`config.mk`:
```
export PLATFORM = sky130hd
export DESIGN_NAME = conditional_negate_unit
export DESIGN_NICKNAME = d
export VERILOG_FILES = /design/src/rtl/cnu_pkg.sv /design/src/rtl/cinv_bit.sv /design/src/rtl/conditional_negate_unit.sv
export SDC_FILE = /design/constraint.sdc
export NUM_CORES = 1
export LEC_CHECK = 0
export BUFFER_PORTS_ARGS = -buffer_cell sky130_fd_sc_hd__buf_4
export CORE_UTILIZATION = 51
export DETAILED_ROUTE_END_ITERATION = 7
export PLACE_DENSITY_LB_ADDON = 0.08
export SYNTH_ARGS = -nofsm -noshare
export SYNTH_HDL_FRONTEND = slang
export SYNTH_SLANG_ARGS = --single-unit
```
`constraint.sdc`:
```
create_clock -name clk -period 6.29 [get_ports clk]
set_input_delay 1.258 -clock clk [delete_from_list [all_inputs] [get_ports clk]]
set_output_delay 1.258 -clock clk [all_outputs]
set_load 0.02 [all_outputs]
```
`src/rtl/cnu_pkg.sv`:
```
// Shared definitions for the conditional negate unit: operand mode encodings.
package cnu_pkg;

  localparam int unsigned MODE_W = 2;

  localparam logic [MODE_W-1:0] MODE_PASS = 2'b00;
  localparam logic [MODE_W-1:0] MODE_ONES = 2'b01;
  localparam logic [MODE_W-1:0] MODE_NEG  = 2'b10;
  localparam logic [MODE_W-1:0] MODE_ABS  = 2'b11;

endpackage

```
`src/rtl/cinv_bit.sv`:
```
// One C1 cell: conditional inverter, selects a or ~a by inv.
module cinv_bit (
  input  logic a,
  input  logic inv,
  output logic out
);

  assign out = inv ? ~a : a;

endmodule

```
`src/rtl/conditional_negate_unit.sv`:
```
// Registered W-bit pass / one's complement / negate / abs stage with valid/ready and overflow counter.
// Build option: define CNU_SAT_EN to saturate overflowed results to the largest positive value.
module conditional_negate_unit
  import cnu_pkg::*;
#(
  parameter int unsigned W     = 8,
  parameter int unsigned CNT_W = 4
) (
  input  logic              clk,
  input  logic              rst,
  input  logic              in_valid,
  output logic              in_ready,
  input  logic [W-1:0]      in_data,
  input  logic [MODE_W-1:0] in_mode,
  output logic              out_valid,
  input  logic              out_ready,
  output logic [W-1:0]      out_data,
  output logic              out_ovf,
  output logic [CNT_W-1:0]  ovf_count
);

  localparam logic [W-1:0] MIN_NEG = {1'b1, {(W-1){1'b0}}};
`ifdef CNU_SAT_EN
  localparam logic [W-1:0] MAX_POS = {1'b0, {(W-1){1'b1}}};
`endif

  logic         invert;
  logic         cin;
  logic         ovf_c;
  logic [W-1:0] inv_x;
  logic [W-1:0] carry;
  logic [W-1:0] sum;
  logic [W-1:0] result;
  logic         accept;

  // Mode decode: ABS only inverts negative operands; ONES inverts without the +1.
  always_comb begin
    invert = 1'b0;
    cin    = 1'b0;
    ovf_c  = 1'b0;
    unique case (in_mode)
      MODE_ONES: invert = 1'b1;
      MODE_NEG:  invert = 1'b1;
      MODE_ABS:  invert = in_data[W-1];
      default:   invert = 1'b0;
    endcase
    cin   = invert && (in_mode != MODE_ONES);
    ovf_c = ((in_mode == MODE_NEG) || (in_mode == MODE_ABS)) && (in_data == MIN_NEG);
  end

  assign carry[0] = cin;

  // Per-bit C1 cells followed by a ripple half-adder chain for the +1.
  for (genvar i = 0; i < W; i++) begin : g_bit
    cinv_bit u_cinv (
      .a   (in_data[i]),
      .inv (invert),
      .out (inv_x[i])
    );
    assign sum[i] = inv_x[i] ^ carry[i];
    if (i < W - 1) begin : g_carry
      assign carry[i+1] = inv_x[i] & carry[i];
    end
  end

`ifdef CNU_SAT_EN
  assign result = ovf_c ? MAX_POS : sum;
`else
  assign result = sum;
`endif

  // Single-entry output register: refill allowed in the same cycle it drains.
  assign in_ready = !out_valid || out_ready;
  assign accept   = in_valid && in_ready;

  always_ff @(posedge clk) begin
    if (rst) begin
      out_valid <= 1'b0;
      out_data  <= '0;
      out_ovf   <= 1'b0;
    end else if (accept) begin
      out_valid <= 1'b1;
      out_data  <= result;
      out_ovf   <= ovf_c;
    end else if (out_ready) begin
      out_valid <= 1'b0;
    end
  end

  // Counts overflowed results as they are taken downstream; sticks at all-ones.
  always_ff @(posedge clk) begin
    if (rst) begin
      ovf_count <= '0;
    end else if (out_valid && out_ready && out_ovf && (ovf_count != {CNT_W{1'b1}})) begin
      ovf_count <= ovf_count + CNT_W'(1);
    end
  end

endmodule

```
==> summary.md <==
| Metric | Value |
|---|---|
| H-tree Lvls | 1 |
| Overflow after GRT | 0 |
| First-pass GRT wire length | 2.77 mm |
| Sequential element share of the synthesized area | 34.5% |
| CP Cell Sequence | buf_4, inv_1, ha_1, a21oi_2, nor2_4, xor2_1, ha_1, ha_1, ha_1, ha_1, ha_1, ha_1, ha_1, xnor2_1, nor3_1, nand3b_1, a21oi_1 |
| CTS root buffer | clkbuf_4 |
| DRC errors left | 0 |
| Largest net degree at the start of global routing | 15 |
| RSZ-0062 raised after global routing | no |
| GRT Total Usage | 20.9% |
| TNS Setup | 0 ns |
| Kind of critical path | input pin to flip-flop |
| Initial Utilization | 54.6% |
| Die area | 1760 sq um |
| Final std cells w/o fill | 137 |
| Yosys warns | 0 |
| FFs w/ async S/R, synth | 0% |
| CP max-delay cell | ha_1 |
| Gp weighted congestion | 0.820 |
| Slew Limit Fails | 0 |
| Critical path required time | 6.50 ns |
| IO buf count | 28 |
| Synth-to-layout area growth | 31.4% |
| DRT antenna net count | 0 |
| Tmin final | 3.82 ns |
| Main synth FF type | dfxtp_1 |
| EDFF count, synth | 0 |
| CP most frequent cell | ha_1 |
| Via count of the first global-routing pass | 671 |
| Clock Path Buffers | 2 |
| Worst-skew pair later-pin latency | 0.28 ns |
| Worst Hold Class | flip-flop to flip-flop |
| FF+latch count, synth | 14 |
| Hold buffers post-CTS | 0 |
| Clock Sink Count | 14 |
| Core area | 1490 sq um |
| CP endpoint kind | flip-flop |
| Core Util, Final | 71.8% |
| Syn Std Cell Area | 813 sq um |
| Leakage power | 0.505 nW |
| VDD IR max | 0.000150 V |
| Tightest Pin Transition | 0.321 ns |
| Share of layout cells above drive strength 1 | 30.6% |
| Syn Inst Count | 91 |
| ANT cells | 0 |
| Cell taking the most area after synthesis | dfxtp_1 |
| Fill count | 123 |
| Top-count cell post-synth | nand2_1 |
| Worst Path Max Fanout | 7 |
| Top-area cell type share of the netlist area | 34.5% |
| Fin crit share | 60.7% |
| Slew headroom | 78.5% |
| Hold Fails Final Rpt | 0 |
| CTS buffer count | 3 |
| Critical path startpoint category | input pin |
| Setup bufs post-CTS | 0 |
| I/O pin count | 29 |
| Max-Cap Viols | 0 |
| Total Wirelength | 1.60 mm |
| Die Wd | 41.9 um |
| DR iter-0 viols | 4 |
| Vias | 718 |
| PostCTS Resize Cnt | 0 |
| Delay of the slowest cell on the worst path | 0.30 ns |
| WP data arrival | 4.03 ns |
| Vias per cell | 5.24 |
| Setup Viol. Count Final | 0 |
| Top cells by count, synth | nand2_1, dfxtp_1, ha_1 |
| Hold_ws | 0.456 ns |
| Final HPWL DP | 1.30 mm |
| Initial antenna violation count | 0 |
| Die span in y | 41.9 um |
| Flop2flop setup slack | 5.00 ns |
| Setup ws final | 2.47 ns |
| Avg Synthesized Cell Area | 8.94 sq um |
| Drt pass-1 iters | 3 |
| # rows | 14 |
| Status | finished, final reports clean |
| Power per cell area | 203 nW/um^2 |
| Cell variety after synth | 26 |
| Final nets | 148 |
| Placed Cells | 133 |
| Synth Net Count | 117 |
| Clock Skews | 0.00665 ns |
| WL/cell | 11.6 um |
| Clock-pin slew on the worst setup and hold paths | 0.09 ns |
| Top cells by area, synth | dfxtp_1, ha_1, nand2_1 |
| Pre-CTS WS | 2.20 ns |
| CTS tree | built |
| Max Clk Rate | 0.262 GHz |
[cell families after synthesis]
kind of cell	count (synthesis)	synth area share, %
multiplexers	2	2.62
XOR/XNOR	10	10.8
adder cells (fa/ha/maj)	12	18.5
flip-flops	14	34.5
AND/OR/NAND/NOR	33	19.4
buffers and inverters	5	2.77
AO/OA/AOI/OAI	15	11.5
[worst max-delay path: cells and delay by family]
kind,cells,cell delay [ns]
AOI/OAI and AO/OA,2,0.36
xor gates and xnor gates,2,0.34
adders and majority gates,8,1.59
buffers and inverters,2,0.15
and+or+nand+nor,3,0.33
[metal layers]
layer / global-route usage, % / vias up / share of wire (%)
li1: - / 373 / -
met1: 23.7 / 320 / 45
met2: 34.1 / 21 / 48
met3: 4.78 / 4 / 5.1
met4: 14.8 / 0 / 1.7
met5: 0 / - / 0
[state kept, by name, summed over array words and instances (netlist names)]
register / count
out_data: 8
out_ovf: 1
out_valid: 1
ovf_count: 4
[cell type report]
cell class | count | area (sq um) | area share [%]
Multi-Input combinational cell | 72 | 510 | 47.8
Sequential cell | 14 | 280 | 26.2
Timing Repair Buffer | 28 | 210 | 19.7
Clock buffer | 4 | 36.3 | 3.40
Tap cell | 16 | 20.0 | 1.87
Inverter | 3 | 11.3 | 1.05
[where the power goes]
| part | leakage [nW] | internal (mW) | switching [mW] |
|---|---|---|---|
| combinational | 0.369 | 0.0249 | 0.0308 |
| clock | 0.0210 | 0.0352 | 0.0292 |
| sequential | 0.114 | 0.0941 | 0.00284 |
| total | 0.505 | 0.154 | 0.0628 |
[final timing paths]
check,from,endpoint,depth (start not counted)
max,in_mode[0],out_data[7],17
min,out_data[6],out_data[6],2
max reg2reg,ovf_count[0],ovf_count[1],4
min reg2reg,out_data[6],out_data[6],2
[placed cells by master, fill, tap and decap left out, drive strengths merged, types with 2 or more instances in the layout]
cell / count
a21oi: 11
buf: 28
clkbuf: 4
dfxtp: 14
ha: 12
inv: 3
nand2: 17
nand3: 2
nor2: 6
nor3: 2
xnor2: 3
xor2: 7
[metrics by stage]
| step | total power, mW | instance area [sq um] |
|---|---|---|
| after global placement | 0.154 | 1030 |
| after global routing | 0.231 | 1070 |
| after CTS | 0.218 | 1070 |
| after floorplan | 0.132 | 813 |
| after detailed placement | 0.155 | 1030 |
| final | 0.217 | 1070 |
No activity file was read; power rests on OpenSTA's default activity.
